<file path="src/rtl/cpu_mem_pkg.sv">
// cpu_mem_pkg
// Shared types and constants for the CPU memory-bus responder.
//   state_e   : responder FSM states (IDLE / WAIT / DONE)
//   op_e      : latched access type (read / write)
//   MAX_WAIT  : largest wait-state count the 4-bit counter can express
//   wait_load : counter preload value for a given wait-state parameter
package cpu_mem_pkg;

    typedef enum logic [1:0] {
        IDLE = 2'b00,
        WAIT = 2'b01,
        DONE = 2'b10
    } state_e;

    typedef enum logic {
        OP_RD = 1'b0,
        OP_WR = 1'b1
    } op_e;

    localparam int MAX_WAIT = 15;
    localparam int CNT_W    = 4;

    // The counter is loaded with (wait states - 1) so that the access lands on
    // the edge where the counter is already zero. Out-of-range requests
    // saturate at MAX_WAIT rather than wrapping.
    function automatic logic [CNT_W-1:0] wait_load(input int ws);
        if (ws <= 0) begin
            return '0;
        end else if (ws > MAX_WAIT) begin
            return CNT_W'(MAX_WAIT - 1);
        end else begin
            return CNT_W'(ws - 1);
        end
    endfunction

endpackage

</file>
<file path="src/rtl/mem_array_256x8.sv">
// mem_array_256x8
// Single-port program/data store with synchronous write and registered read.
// The read register only updates on read cycles (en=1, we=0), so it holds the
// last read value across writes and idle cycles. Only the read register is
// cleared by srst; the array contents survive reset.
//   clk   : clock
//   srst  : synchronous active-high reset of the read register
//   en    : port enable
//   we    : write enable (qualified by en)
//   addr  : word address
//   wdata : write data
//   rdata : registered read data
module mem_array_256x8 #(
    parameter int AW = 8,
    parameter int DW = 8
) (
    input  logic          clk,
    input  logic          srst,
    input  logic          en,
    input  logic          we,
    input  logic [AW-1:0] addr,
    input  logic [DW-1:0] wdata,
    output logic [DW-1:0] rdata
);

    logic [DW-1:0] mem_reg [0:(1<<AW)-1];
    logic [DW-1:0] rdata_reg;

    always_ff @(posedge clk) begin
        if (en && we) begin
            mem_reg[addr] <= wdata;
        end
    end

    always_ff @(posedge clk) begin
        if (srst) begin
            rdata_reg <= '0;
        end else if (en && !we) begin
            rdata_reg <= mem_reg[addr];
        end
    end

    assign rdata = rdata_reg;

endmodule

</file>
<file path="src/rtl/cpu_mem_responder.sv">
// cpu_mem_responder
// Memory-side responder for the CPU external bus. Accepts a read or write
// request in IDLE, inserts WAIT_STATES wait cycles, performs the access on
// the single-port store and pulses READY for one cycle in DONE. A host load
// port can preload the store whenever the responder is idle.
//   CLK, RST          : clock, synchronous active-high reset
//   MADDR, RD, WR     : CPU address and level-sensitive request strobes
//   WDATA             : CPU write data
//   RDATA             : read data, held between reads, cleared by reset
//   READY             : one-cycle completion pulse
//   BUSY              : high outside IDLE
//   ERR               : sticky flag, RD and WR seen together in IDLE
//   LD_EN, LD_ADDR,
//   LD_DATA           : host load strobe, address and data
module cpu_mem_responder
    import cpu_mem_pkg::*;
#(
    parameter int AW          = 8,
    parameter int DW          = 8,
    parameter int WAIT_STATES = 1
) (
    input  logic          CLK,
    input  logic          RST,
    input  logic [AW-1:0] MADDR,
    input  logic          RD,
    input  logic          WR,
    input  logic [DW-1:0] WDATA,
    output logic [DW-1:0] RDATA,
    output logic          READY,
    output logic          BUSY,
    output logic          ERR,
    input  logic          LD_EN,
    input  logic [AW-1:0] LD_ADDR,
    input  logic [DW-1:0] LD_DATA
);

    // With no wait states the access is issued straight from the bus inputs
    // on the same edge that accepts the request.
    localparam bit              ZERO_WAIT = (WAIT_STATES <= 0);
    localparam logic [CNT_W-1:0] WS_LOAD  = wait_load(WAIT_STATES);

    state_e           state_reg, state_next;
    logic [CNT_W-1:0] cnt_reg,   cnt_next;
    logic [AW-1:0]    addr_reg,  addr_next;
    logic [DW-1:0]    wdata_reg, wdata_next;
    op_e              op_reg,    op_next;
    logic             err_reg,   err_next;

    logic             mem_en;
    logic             mem_we;
    logic [AW-1:0]    mem_addr;
    logic [DW-1:0]    mem_wdata;
    logic             mem_en_gated;

    always_ff @(posedge CLK) begin
        if (RST) begin
            state_reg <= IDLE;
            cnt_reg   <= '0;
            addr_reg  <= '0;
            wdata_reg <= '0;
            op_reg    <= OP_RD;
            err_reg   <= 1'b0;
        end else begin
            state_reg <= state_next;
            cnt_reg   <= cnt_next;
            addr_reg  <= addr_next;
            wdata_reg <= wdata_next;
            op_reg    <= op_next;
            err_reg   <= err_next;
        end
    end

    always_comb begin
        state_next = state_reg;
        cnt_next   = cnt_reg;
        addr_next  = addr_reg;
        wdata_next = wdata_reg;
        op_next    = op_reg;
        err_next   = err_reg;
        mem_en     = 1'b0;
        mem_we     = 1'b0;
        mem_addr   = addr_reg;
        mem_wdata  = wdata_reg;

        case (state_reg)
            IDLE: begin
                if (LD_EN) begin
                    // Host load owns the port; a simultaneous CPU request is
                    // dropped and must still be present next cycle to start.
                    mem_en    = 1'b1;
                    mem_we    = 1'b1;
                    mem_addr  = LD_ADDR;
                    mem_wdata = LD_DATA;
                end else if (RD && WR) begin
                    err_next = 1'b1;
                end else if (RD || WR) begin
                    addr_next  = MADDR;
                    wdata_next = WDATA;
                    op_next    = WR ? OP_WR : OP_RD;
                    if (ZERO_WAIT) begin
                        mem_en     = 1'b1;
                        mem_we     = WR;
                        mem_addr   = MADDR;
                        mem_wdata  = WDATA;
                        state_next = DONE;
                    end else begin
                        cnt_next   = WS_LOAD;
                        state_next = WAIT;
                    end
                end
            end
            WAIT: begin
                if (cnt_reg != '0) begin
                    cnt_next = cnt_reg - 1'b1;
                end else begin
                    mem_en     = 1'b1;
                    mem_we     = (op_reg == OP_WR);
                    state_next = DONE;
                end
            end
            DONE: begin
                state_next = IDLE;
            end
            default: begin
                state_next = IDLE;
            end
        endcase
    end

    // Reset aborts any access that would otherwise commit on the same edge.
    assign mem_en_gated = mem_en && !RST;

    mem_array_256x8 #(
        .AW(AW),
        .DW(DW)
    ) u_mem (
        .clk   (CLK),
        .srst  (RST),
        .en    (mem_en_gated),
        .we    (mem_we),
        .addr  (mem_addr),
        .wdata (mem_wdata),
        .rdata (RDATA)
    );

    assign READY = (state_reg == DONE);
    assign BUSY  = (state_reg != IDLE);
    assign ERR   = err_reg;

endmodule

</file>
<file path="config.mk">
export PLATFORM = sky130hd
export DESIGN_NAME = cpu_mem_responder
export DESIGN_NICKNAME = d
export VERILOG_FILES = /design/src/rtl/cpu_mem_pkg.sv /design/src/rtl/mem_array_256x8.sv /design/src/rtl/cpu_mem_responder.sv
export SDC_FILE = /design/constraint.sdc
export NUM_CORES = 2
export LEC_CHECK = 0
export CORE_MARGIN = 2
export CORE_UTILIZATION = 35
export CTS_CLUSTER_DIAMETER = 80
export DETAILED_ROUTE_END_ITERATION = 6
export MAX_ROUTING_LAYER = met4
export RECOVER_POWER = 100
export SYNTH_ARGS = -nofsm -noshare
export SYNTH_HDL_FRONTEND = slang
export SYNTH_SLANG_ARGS = --single-unit
export TNS_END_PERCENT = 1
</file>
<file path="constraint.sdc">
create_clock -name CLK -period 6.7 [get_ports CLK]
set_input_delay 1.675 -clock CLK [delete_from_list [all_inputs] [get_ports CLK]]
set_output_delay 1.675 -clock CLK [all_outputs]
set_load 0.01 [all_outputs]
</file>
* Yosys cells after proc, flatten, opt, wreduce, memory -nomap -nowiden
Memories as Yosys holds them, arrays and structs flattened. A register that Yosys moved wholly into a read port is not among the register bits. Index checks and enable logic that the tools add are counted.
Word-level totals: bits of input ports 37, word-level logic and storage cells 54, output and inout port bits 11, bits in registers 24, memories kept 1, bits in writable memories 2048
Operators by class: muxes and demuxes 22, add/subtract/negate cells 1, reductions and logical operators 15, bitwise gates (word level) 2, eq/ne operators 7
Memory list:
- u_mem.mem_reg | depth 256, bits a word 8, rd ports 1, clocked after memory_dff 1, write ports 1, line mem_array_256x8.sv:26 | logic [DW-1:0] mem_reg [0:(1<<AW)-1];
Operator list (number):
- two-way mux 8 bit | 4
- two-way mux 4 bit | 4
- inequality test 2 bit, second input constant | 5
- two-way mux 2 bit | 4
- case mux 4 bit (2 select lines) | 1
- AND reduction 4 bit | 2
- two-way mux 1 bit | 6
- AND reduction 5 bit | 1
- logical AND 1 bit | 4
- case mux 1 bit (2 select lines) | 2
- case mux 2 bit (2 select lines) | 1
- nonzero test 2 bit | 2
- nonzero test 4 bit | 1
- subtractor 4 x 1 -> 4 bit, second input constant | 1
- AND reduction 3 bit | 1
- equality test 2 x 1 -> 1 bit, second input constant | 1
- equality test 2 bit, second input constant | 1
- zero test 1 bit | 2
- zero test 2 bit | 1
- NOT 1 bit | 2
- logical OR 1 bit | 1

* Depth between registers and ports, before layout
word-level depth 7, mapped depth 16, mapped depth without buffers 9

* Modules after synthesis
A second synthesis with hierarchy kept.
Second synthesis, totals: cells, all modules 3997, area, all modules 81664.6 µm²
Modules (own cells, without submodules):
- mem_array_256x8 | instances 1, cells each 3856, sequential area each 61659.1 µm², area an instance 80433.4 µm²
- cpu_mem_responder | instances 1, cells each 141, sequential area each 480.5 µm², area an instance 1231.2 µm²

* Worst setup path before layout
Ideal clock, no wire load.
path type input-to-reg, start in LD_EN, end mem u_mem.mem_reg[0][0] (data pin), setup slack -0.369 ns, cell stages on the path 9, required time 5.877 ns, buffers on the path 6, arrival time 6.246 ns, setup time 0.823 ns, cells stage by stage buf_4 > or3b_1 > clkbuf_1 > buf_2 > buf_2 > buf_1 > buf_1 > nand2_1 > nand2_1
Between the ends: cells in the longest elaborated chain, start to end 2
RTL lines:
- from (decl) | line cpu_mem_responder.sv:32 | input logic LD_EN,
- two-way mux 8 bit | line cpu_mem_responder.sv:87 | if (LD_EN) begin
- two-way mux 8 bit | line cpu_mem_responder.sv:85 | case (state_reg)
- net mem_wdata[0] | line cpu_mem_responder.sv:52 | logic [DW-1:0] mem_wdata;
- to (decl) | line mem_array_256x8.sv:26
The timed path passes the listed nets, and every way through them passes these cells.

* Worst setup path after layout
start in LD_EN, end reg u_mem.rdata_reg[0] (netlist: u_mem.rdata[0]), read port of u_mem.mem_reg
Between the ends: cells in the longest elaborated chain, start to end 4
RTL lines:
- two-way mux 1 bit | line cpu_mem_responder.sv:87
- case mux 1 bit (2 select lines) | line cpu_mem_responder.sv:85
- logical AND 1 bit or zero test 1 bit (tied branches) | line cpu_mem_responder.sv:131, mem_array_256x8.sv:38
- logical AND 1 bit | line mem_array_256x8.sv:38 | end else if (en && !we) begin
- to (decl) | line mem_array_256x8.sv:27 | logic [DW-1:0] rdata_reg;
Several ways; a longest one is shown, not always the timed one. A chain may end at the register's enable or synchronous reset.

==> results.sh <==
export IMPL_status="finished with violations"
export IMPL_violations="max-capacitance violations, max-slew violations"
export IMPL_dieHeight_um=494
export IMPL_cts_tree="yes"
export IMPL_ctsHoldBuffers=0
export IMPL_grt_max_degree=132
export IMPL_hold_path_class="flop to flop"
export IMPL_grt_pass1_vias=52200
export IMPL_final_common_cell="edfxtp_1"
export IMPL_end_kind="flop"
export IMPL_synth_top_area_share=0.733
export IMPL_r2r_end="u_mem.mem_reg[98][5]"
export IMPL_htree_levels=4
export IMPL_ios=48
export IMPL_post_drt_wl_per_cell_um=30.6
export IMPL_drv_slew=865
export IMPL_cts_path_max_buffers=3
export IMPL_cp_cell_sequence="dlygate4sd3_1, or3b_4, a21oi_4, buf_12, clkbuf_4, clkbuf_2, nand3_1, nand4_1, nand2_1, nor4_1, a31oi_1"
export IMPL_clk_pin_slew_ps=60
export IMPL_tightestPinTransition_ps=2780
export IMPL_die_w_um=494
export IMPL_ys_top_cells_by_area="edfxtp_1 73%, nand2_1 4.8%, mux2i_1 4.0%"
export IMPL_drc_errors=0
export IMPL_required_ps=7370
export IMPL_layout_cells_most_common_list="2,048 x edfxtp_1, 1,072 x nand2_1, 352 x nand3_1"
export IMPL_synth_edf_count=2048
export IMPL_clk_insertion_delay_late_ps=850
export IMPL_drtPass1Iterations=6
export IMPL_vias_per_cell=5.85
export IMPL_root_buffer="clkbuf_16"
export IMPL_dieArea_um2=244000
export IMPL_ir_worst_vdd_mv=0.228
export IMPL_gp_congestion=0.966
export IMPL_grt_usage=0.240
export IMPL_whs_ps=454
export IMPL_fin_crit_ps=6560
export IMPL_ys_warn_count=0
export IMPL_coreArea_um2=238000
export IMPL_maxSlewHeadroom=-0.853
export IMPL_arrival_ps=7230
export IMPL_ctsResizeCount=0
export IMPL_synth_area_um2=83900
export IMPL_whs_path_depth=2
export IMPL_path_max_fanout=33
export IMPL_ys_ff_latch=2080
export IMPL_utilization=0.407
export IMPL_wirelength_mm=292
export IMPL_dr_first_iter_drc_count=9464
export IMPL_slowest_stage="nor4_1"
export IMPL_ff2ff_path_depth=8
export IMPL_grt_pass1_wl_mm=407
export IMPL_critPathLaunchType="input pin"
export IMPL_multi_input_area_um2=19800
export IMPL_cts_buffers=212
export IMPL_post_cts_buffers=0
export IMPL_hp_start="wdata_reg[4]"
export IMPL_finalNonFillerCells=9560
export IMPL_synth_seq_area_share=0.741
export IMPL_syn2layout_area_growth_pct=15.6
export IMPL_synth_cell_type_count=74
export IMPL_rsz0062_at_grt="false"
export IMPL_total_power_mw=29.2
export IMPL_fmax_ghz=0.152
export IMPL_fin_skew_ps=32.9
export IMPL_p_leak_nw=31.3
export IMPL_numPortBuffers=47
export IMPL_drtAntennaViolNets=0
export IMPL_routed_via_count=55900
export IMPL_largest_reg_flops=2048
export IMPL_initial_core_util=0.352
export IMPL_r2r_setup_slack_ps=1150
export IMPL_nFillCells=21700
export IMPL_r2r_start="state_reg[0]"
export IMPL_syn_num_nets=5862
export IMPL_grt_overflow_total=0
export IMPL_fin_nets=6246
export IMPL_max_stage_delay_ps=1300
export IMPL_hold_viol=0
export IMPL_async_reset_ff_frac=0
export IMPL_drv_cap=12
export IMPL_syn_inst=5823
export IMPL_register_area_um2=62100
export IMPL_dp_cells=9160
export IMPL_clock_sinks=2080
export IMPL_hold_path_end="wdata_reg[4]"
export IMPL_setup_viol=0
export IMPL_critPathKind="input pin to flop"
export IMPL_syn_area_per_cell_um2=14.4
export IMPL_hpwl_mm=190
export IMPL_powerDensity_nw_per_um2=302
export IMPL_drive_gt1_frac=0.112
export IMPL_fp_row_count=179
export IMPL_fin_crit_sh=0.980
export IMPL_yosysTopAreaCell="edfxtp_1"
export IMPL_synthFlopType="edfxtp_1"
export IMPL_antenna_found_initial=19
[layout make-up]
cell class                 count  area share
timing repair buffer         570      0.0413
sequential                  2080       0.641
clock inverter               130      0.0117
tap                         3167      0.0409
inverter                      79     0.00306
multi-input combinational   3264       0.204
clock buffer                 261      0.0573
antenna                        9    0.000232
[worst max-delay path by stage]
stage / from / to / slack, ps / cells past startpoint
after CTS: LD_EN / u_mem.rdata[0] / 330 / 11
after global placement: LD_EN / u_mem.rdata[5] / -500 / 11
after detailed placement: LD_EN / u_mem.rdata[0] / -550 / 11
after global routing: LD_EN / u_mem.mem_reg[91][4] / 300 / 8
final: LD_EN / u_mem.rdata[0] / 140 / 11
after floorplan: LD_EN / u_mem.mem_reg[0][0] / 1180 / 9
[synthesized netlist by cell type (all sizes together), types with 9 or more instances]
cell and instances:
edfxtp 2048, nand2 1080, nand3 352, nor2 348, mux2i 339, buf 250, a211oi 202, a21oi 184
clkbuf 150, inv 79, a221oi 75, nand4 70, a31oi 67, mux4 62, nor2b 54, a32oi 53
o21ai 38, a22oi 35, dfxtp 32, a311oi 28, nor3 26, a2111oi 25, o2111ai 21, nor4 20
nand2b 17, mux2 16, o211ai 16, a41oi 11, o41ai 11, or2 11, o22ai 10, and2 9
nand4b 9
[through the flow]
stage / TNS, ps / cell area (um^2) / worst slack [ps]
floorplan: 0 / 83900 / 1180
global placement: -1330 / 91300 / -505
detailed placement: -546 / 91300 / -546
CTS: 0 / 98000 / 333
global route: 0 / 96900 / 295
finish: 0 / 96900 / 136
[metal layers]
| layer | vias up | share of wire | global-route usage |
|---|---|---|---|
| met4 | 0 | 0.047 | 0.0988 |
| met1 | 28500 | 0.39 | 0.322 |
| met5 | - | 0 | - |
| li1 | 23000 | - | - |
| met3 | 622 | 0.12 | 0.0574 |
| met2 | 3832 | 0.44 | 0.350 |
[logic make-up after synthesis]
logic type / after synthesis / synth area share
AOI/OAI and AO/OA: 813 / 0.0693
xor gates and xnor gates: 3 / 0.000313
adders and majority gates: 2 / 0.000298
buffers and inverters: 479 / 0.0258
DFF: 2080 / 0.741
muxes: 417 / 0.0593
and+or+nand+nor: 2029 / 0.104
[report_power, final]
part           switching (mW)  internal, mW  total (mW)  leakage, nW
Combinational            2.33         0.795        3.12         9.05
Clock                    5.01          6.53        11.5         3.30
Sequential             0.0379          14.5        14.6         18.9
[worst max-delay path: cells and delay by family]
kind            cells  cell delay (ps)
buf+inv             4             2170
simple gates        5             2560
compound gates      2              770
Note: power is estimated with default switching activity, not from simulation.
